## src/rtl/mips_defs_pkg.sv

```systemverilog
// Shared MIPS opcode/funct constants, writeback-select and load-type encodings.
package mips_defs;

    localparam int unsigned XLEN = 32;
    localparam int unsigned RA_W = 5;

    localparam logic [5:0] OP_SPECIAL = 6'h00;
    localparam logic [5:0] OP_JAL     = 6'h03;
    localparam logic [5:0] OP_LB      = 6'h20;
    localparam logic [5:0] OP_LH      = 6'h21;
    localparam logic [5:0] OP_LW      = 6'h23;
    localparam logic [5:0] OP_LBU     = 6'h24;
    localparam logic [5:0] OP_LHU     = 6'h25;
    localparam logic [5:0] FN_JALR    = 6'h09;

    typedef enum logic [1:0] {
        WB_ALU = 2'd0,
        WB_MEM = 2'd1,
        WB_PC8 = 2'd2
    } wb_sel_t;

    typedef enum logic [2:0] {
        LD_W  = 3'd0,
        LD_B  = 3'd1,
        LD_BU = 3'd2,
        LD_H  = 3'd3,
        LD_HU = 3'd4
    } ld_type_t;

endpackage

```

## src/rtl/wb_grf_load_ext.sv

```systemverilog
// Extracts and sign/zero-extends the addressed byte/half of the loaded word.
module load_ext
    import mips_defs::*;
(
    input  logic [31:0] dm,
    input  logic [1:0]  addr_lo,
    input  ld_type_t    ld_type,
    output logic [31:0] result
);

    logic [7:0]  byte_sel;
    logic [15:0] half_sel;

    always_comb begin
        byte_sel = dm[7:0];
        case (addr_lo)
            2'd1:    byte_sel = dm[15:8];
            2'd2:    byte_sel = dm[23:16];
            2'd3:    byte_sel = dm[31:24];
            default: byte_sel = dm[7:0];
        endcase
        // halves are taken as aligned; the low address bit is ignored
        half_sel = addr_lo[1] ? dm[31:16] : dm[15:0];
    end

    always_comb begin
        result = dm;
        case (ld_type)
            LD_B:    result = {{24{byte_sel[7]}}, byte_sel};
            LD_BU:   result = {24'd0, byte_sel};
            LD_H:    result = {{16{half_sel[15]}}, half_sel};
            LD_HU:   result = {16'd0, half_sel};
            default: result = dm;
        endcase
    end

endmodule

```

## src/rtl/wb_grf.sv

```systemverilog
// Writeback stage merged with the 32x32 register file and a retired-instruction counter.
// Define GRF_BYPASS_EN to make the read ports write-through for the W-stage write.
module wb_grf
    import mips_defs::*;
#(
    parameter int unsigned NREG  = 32,
    parameter int unsigned CNT_W = 32
) (
    input  logic             clk,
    input  logic             reset,
    input  logic [4:0]       a3_w,
    input  logic [31:0]      pc8_w,
    input  logic [31:0]      ao_w,
    input  logic [31:0]      dm_w,
    input  logic [31:0]      instr_w,
    input  logic [4:0]       a1,
    input  logic [4:0]       a2,
    output logic [31:0]      rd1,
    output logic [31:0]      rd2,
    output logic             we_w,
    output logic [31:0]      wd_w,
    output logic [CNT_W-1:0] retire_cnt
);

    logic [31:0] regs [NREG];
    logic [5:0]  opcode;
    logic [5:0]  funct;
    wb_sel_t     wb_sel;
    ld_type_t    ld_type;
    logic [31:0] mem_val;
    logic        unused_instr_bits;

    assign opcode            = instr_w[31:26];
    assign funct             = instr_w[5:0];
    assign unused_instr_bits = ^instr_w[25:6];

    // Writeback source decode
    always_comb begin
        wb_sel  = WB_ALU;
        ld_type = LD_W;
        case (opcode)
            OP_JAL: wb_sel = WB_PC8;
            OP_SPECIAL: if (funct == FN_JALR) wb_sel = WB_PC8;
            OP_LW:  wb_sel = WB_MEM;
            OP_LB:  begin wb_sel = WB_MEM; ld_type = LD_B;  end
            OP_LBU: begin wb_sel = WB_MEM; ld_type = LD_BU; end
            OP_LH:  begin wb_sel = WB_MEM; ld_type = LD_H;  end
            OP_LHU: begin wb_sel = WB_MEM; ld_type = LD_HU; end
            default: wb_sel = WB_ALU;
        endcase
    end

    load_ext u_load_ext (
        .dm      (dm_w),
        .addr_lo (ao_w[1:0]),
        .ld_type (ld_type),
        .result  (mem_val)
    );

    always_comb begin
        wd_w = ao_w;
        case (wb_sel)
            WB_MEM:  wd_w = mem_val;
            WB_PC8:  wd_w = pc8_w;
            default: wd_w = ao_w;
        endcase
    end

    assign we_w = (a3_w != 5'd0);

    always_ff @(posedge clk) begin
        if (reset) begin
            for (int i = 0; i < int'(NREG); i++) regs[i] <= '0;
        end else if (we_w) begin
            regs[a3_w] <= wd_w;
        end
    end

    always_ff @(posedge clk) begin
        if (reset)                retire_cnt <= '0;
        else if (instr_w != '0)   retire_cnt <= retire_cnt + CNT_W'(1);
    end

`ifdef GRF_BYPASS_EN
    assign rd1 = (a1 == 5'd0) ? 32'd0 : ((we_w && a1 == a3_w) ? wd_w : regs[a1]);
    assign rd2 = (a2 == 5'd0) ? 32'd0 : ((we_w && a2 == a3_w) ? wd_w : regs[a2]);
`else
    assign rd1 = (a1 == 5'd0) ? 32'd0 : regs[a1];
    assign rd2 = (a2 == 5'd0) ? 32'd0 : regs[a2];
`endif

endmodule
```

## config.mk

```make
export PLATFORM = sky130hd
export DESIGN_NAME = wb_grf
export DESIGN_NICKNAME = d
export VERILOG_FILES = /design/src/rtl/mips_defs_pkg.sv /design/src/rtl/wb_grf_load_ext.sv /design/src/rtl/wb_grf.sv
export SDC_FILE = /design/constraint.sdc
export NUM_CORES = 2
export LEC_CHECK = 0
export CORE_MARGIN = 10
export CORE_UTILIZATION = 45
export DETAILED_ROUTE_END_ITERATION = 12
export PLACE_DENSITY_LB_ADDON = 0.15
export SYNTH_ARGS = -nofsm -noshare
export SYNTH_HDL_FRONTEND = slang
export SYNTH_SLANG_ARGS = --single-unit
```

## constraint.sdc

```tcl
create_clock -name clk -period 6 [get_ports clk]
set_input_delay 1.5 -clock clk [delete_from_list [all_inputs] [get_ports clk]]
set_output_delay 1.5 -clock clk [all_outputs]
set_load 0.005 [all_outputs]
```

==> metrics.yaml <==
io_pins: 274
fin_skew_ns: 0.00463
clkSlewWorstSetupHoldPaths_ns: 0.06
die_y_um: 370
synth_cell_types: 61
cp-end-kind: "output port"
drive_gt1_share_pct: 26.4
setup.worst_path.class: "in2out"
cts_tree: "yes"
fmax_mhz: 170
path_cells: "clkdlybuf4s50_1 > nor2_2 > and3_4 > a32o_1 > nand2_2 > ha_4 > inv_2 > buf_12 > nor3_4 > clkbuf_16 > a21oi_2 > or2_1 > inv_2 > clkdlybuf4s50_1"
io_buffer_count: 273
cts_htree_levels: 3
leakage_nw: 23.2
netlist_area_sq_mm: 0.0551
drc: 0
worstMarginPinSlew_ns: 1.18
final-hold-violation-count: 0
via_per_inst: 6.59
overflow: 0
synthCells: 3957
critical_path.max_stage_delay_ns: 0.51
fin_ws_ns: 0.110
dp_hpwl_um: 135000
yosysTopAreaCellShare_pct: 55.8
avgSynthCellArea_sq_um: 13.9
grt_pass1_vias: 39492
grtUsageTotal_pct: 29.8
synth-seq-cells: 1056
ir_drop_mv: 0.256
fillerInstances: 10148
fin_nets: 4448
hold_ws_ns: 0.494
ant_nets: 0
placed_area_sq_mm: 0.0616
antenna_found_initial: 8
cts.sinks: 1056
grt_pass1_wl_um: 292000
seq_area_frac_synth_pct: 56.9
critPathArrivalTime_ns: 4.39
vias: 39641
fin_crit_ns: 5.89
rsz0062_at_grt: "true"
gp_congestion: 0.921
synth_edf_count: 1024
synth_flop_cell: "edfxtp_1"
regArea_sq_mm: 0.0314
cp.required_ns: 4.50
maxSlewViolCount: 0
finish.utilization_pct: 53.8
drt_first_pass_iters: 6
die_w_um: 370
wl_um: 208000
synthArstFlopShare_pct: 0
final_cell_mix: "1024 x edfxtp_1, 981 x nor2_1, 513 x mux4_2"
clock_path_buffers: 3
setup_tns_ns: 0
hold_path_class: "reg2reg"
clock_latency_ns: 0.71
area_delta_synth_final_pct: 18.8
final_common_cell: "edfxtp_1"
ys_warn_count: 0
fin_crit_sh_pct: 98.2
critPathSlowestCell: "clkdlybuf4s50_1"
clockRootBuffer: "clkbuf_16"
cp-start-kind: "primary input"
dp_slack_ns: -0.439
status: "finished, final reports clean"
core-area_sq_mm: 0.122
setup_violations: 0
multi_input_area_sq_mm: 0.0220
synth_area_leaders: "edfxtp_1 56%, mux4_2 21%, nor2_1 6.7%"
grt_max_degree: 65
wl_per_cell_um: 34.5
relSlewSlack_pct: 21.1
cts_made_buffers: 110
power_density_mw_per_mm2: 282
yosys.area.top_type: "edfxtp_1"
start_util_pct: 45.3
die_area_sq_mm: 0.137
drt_iter0_drc: 5700
fin_area_sq_mm: 0.0655
rows: 128
crit_path_max_fanout: 16
cap_violations: 0
[registers in the layout, indices dropped and copies added (netlist names)]
signal / cells
regs: 1024
retire_cnt: 32
[where the power goes]
part / total, W / switching, W / internal (W)
sequential: 0.00871 / 0.000200 / 0.00851
clock: 0.00705 / 0.00296 / 0.00410
combinational: 0.00271 / 0.00149 / 0.00121
[area by class of cell]
cell class | count | area share (%)
tap | 1625 | 3.11
timing repair buffer | 626 | 9.32
sequential | 1056 | 47.9
inverter | 65 | 0.373
clock buffer | 133 | 4.48
clock inverter | 68 | 1.08
antenna | 3 | 0.0115
multi-input combinational | 2441 | 33.7
[cell usage after synthesis (all sizes together), types with 14 or more instances]
cell type,instances
edfxtp,1024
nand2b,36
nor2,983
nor2b,90
inv,64
buf,155
nor3,69
dfxtp,32
mux2i,72
nand4,18
nand2,48
o31ai,21
o211a,64
mux4,513
nand3,14
or2,21
a22oi,64
nor4,75
a21oi,59
o21ai,16
a211oi,75
o22ai,62
clkbuf,271
[per-layer routing]
| layer | up-vias | routed length (um) | global-route usage (%) |
|---|---|---|---|
| met2 | 2850 | 94500 | 46.2 |
| met3 | 510 | 28200 | 9.15 |
| li1 | 15966 | - | - |
| met4 | 8 | 9360 | 12.2 |
| met1 | 20307 | 75700 | 39.0 |
| met5 | - | 48 | 0 |
[worst max-delay path: cells and delay by family]
family	cells	cell delay, ns
simple gates	5	0.90
compound gates	2	0.36
fa+ha+maj	1	0.15
buf+inv	6	1.48
[what timing repair did]
action | in CTS | in global routing
hold buffers | 0 | 0
buffers inserted | 2 | 4
gates resized for setup | 19 | 17
pin swaps | 2 | 10
cloned | 0 | 1
setup endpoints to repair | 28 | 22
[kinds of logic (layout without fill, tap and decap cells)]
kind of cell / count (synthesis) / in the layout / share of synthesized area, %
AOI/OAI and AO/OA: 406 / 406 / 5.48
xor gates and xnor gates: 8 / 8 / 0.127
adders and majority gates: 3 / 3 / 0.0681
buffers and inverters: 491 / 892 / 3.79
DFF: 1056 / 1056 / 56.9
muxes: 591 / 591 / 22.4
other: 1 / 35 / 0.00680
and+or+nand+nor: 1401 / 1401 / 11.2
[stage by stage]
stage,instances,power [W]
floorplan,3988,0.0102
finish,6017,0.0185
global placement,5806,0.0115
CTS,6009,0.0185
global route,6014,0.0189
detailed placement,5806,0.0115
[path summary, 6_finish.rpt]
check                                     from        endpoint  slack, ns  cells past startpoint
worst max-delay path                instr_w[1]        wd_w[30]       0.11                     14
worst min-delay path            retire_cnt[31]  retire_cnt[31]       0.49                      2
worst max register to register   retire_cnt[2]  retire_cnt[20]       3.22                      5
worst min register to register  retire_cnt[31]  retire_cnt[31]       0.49                      2
(Power assumes the default switching activity.)
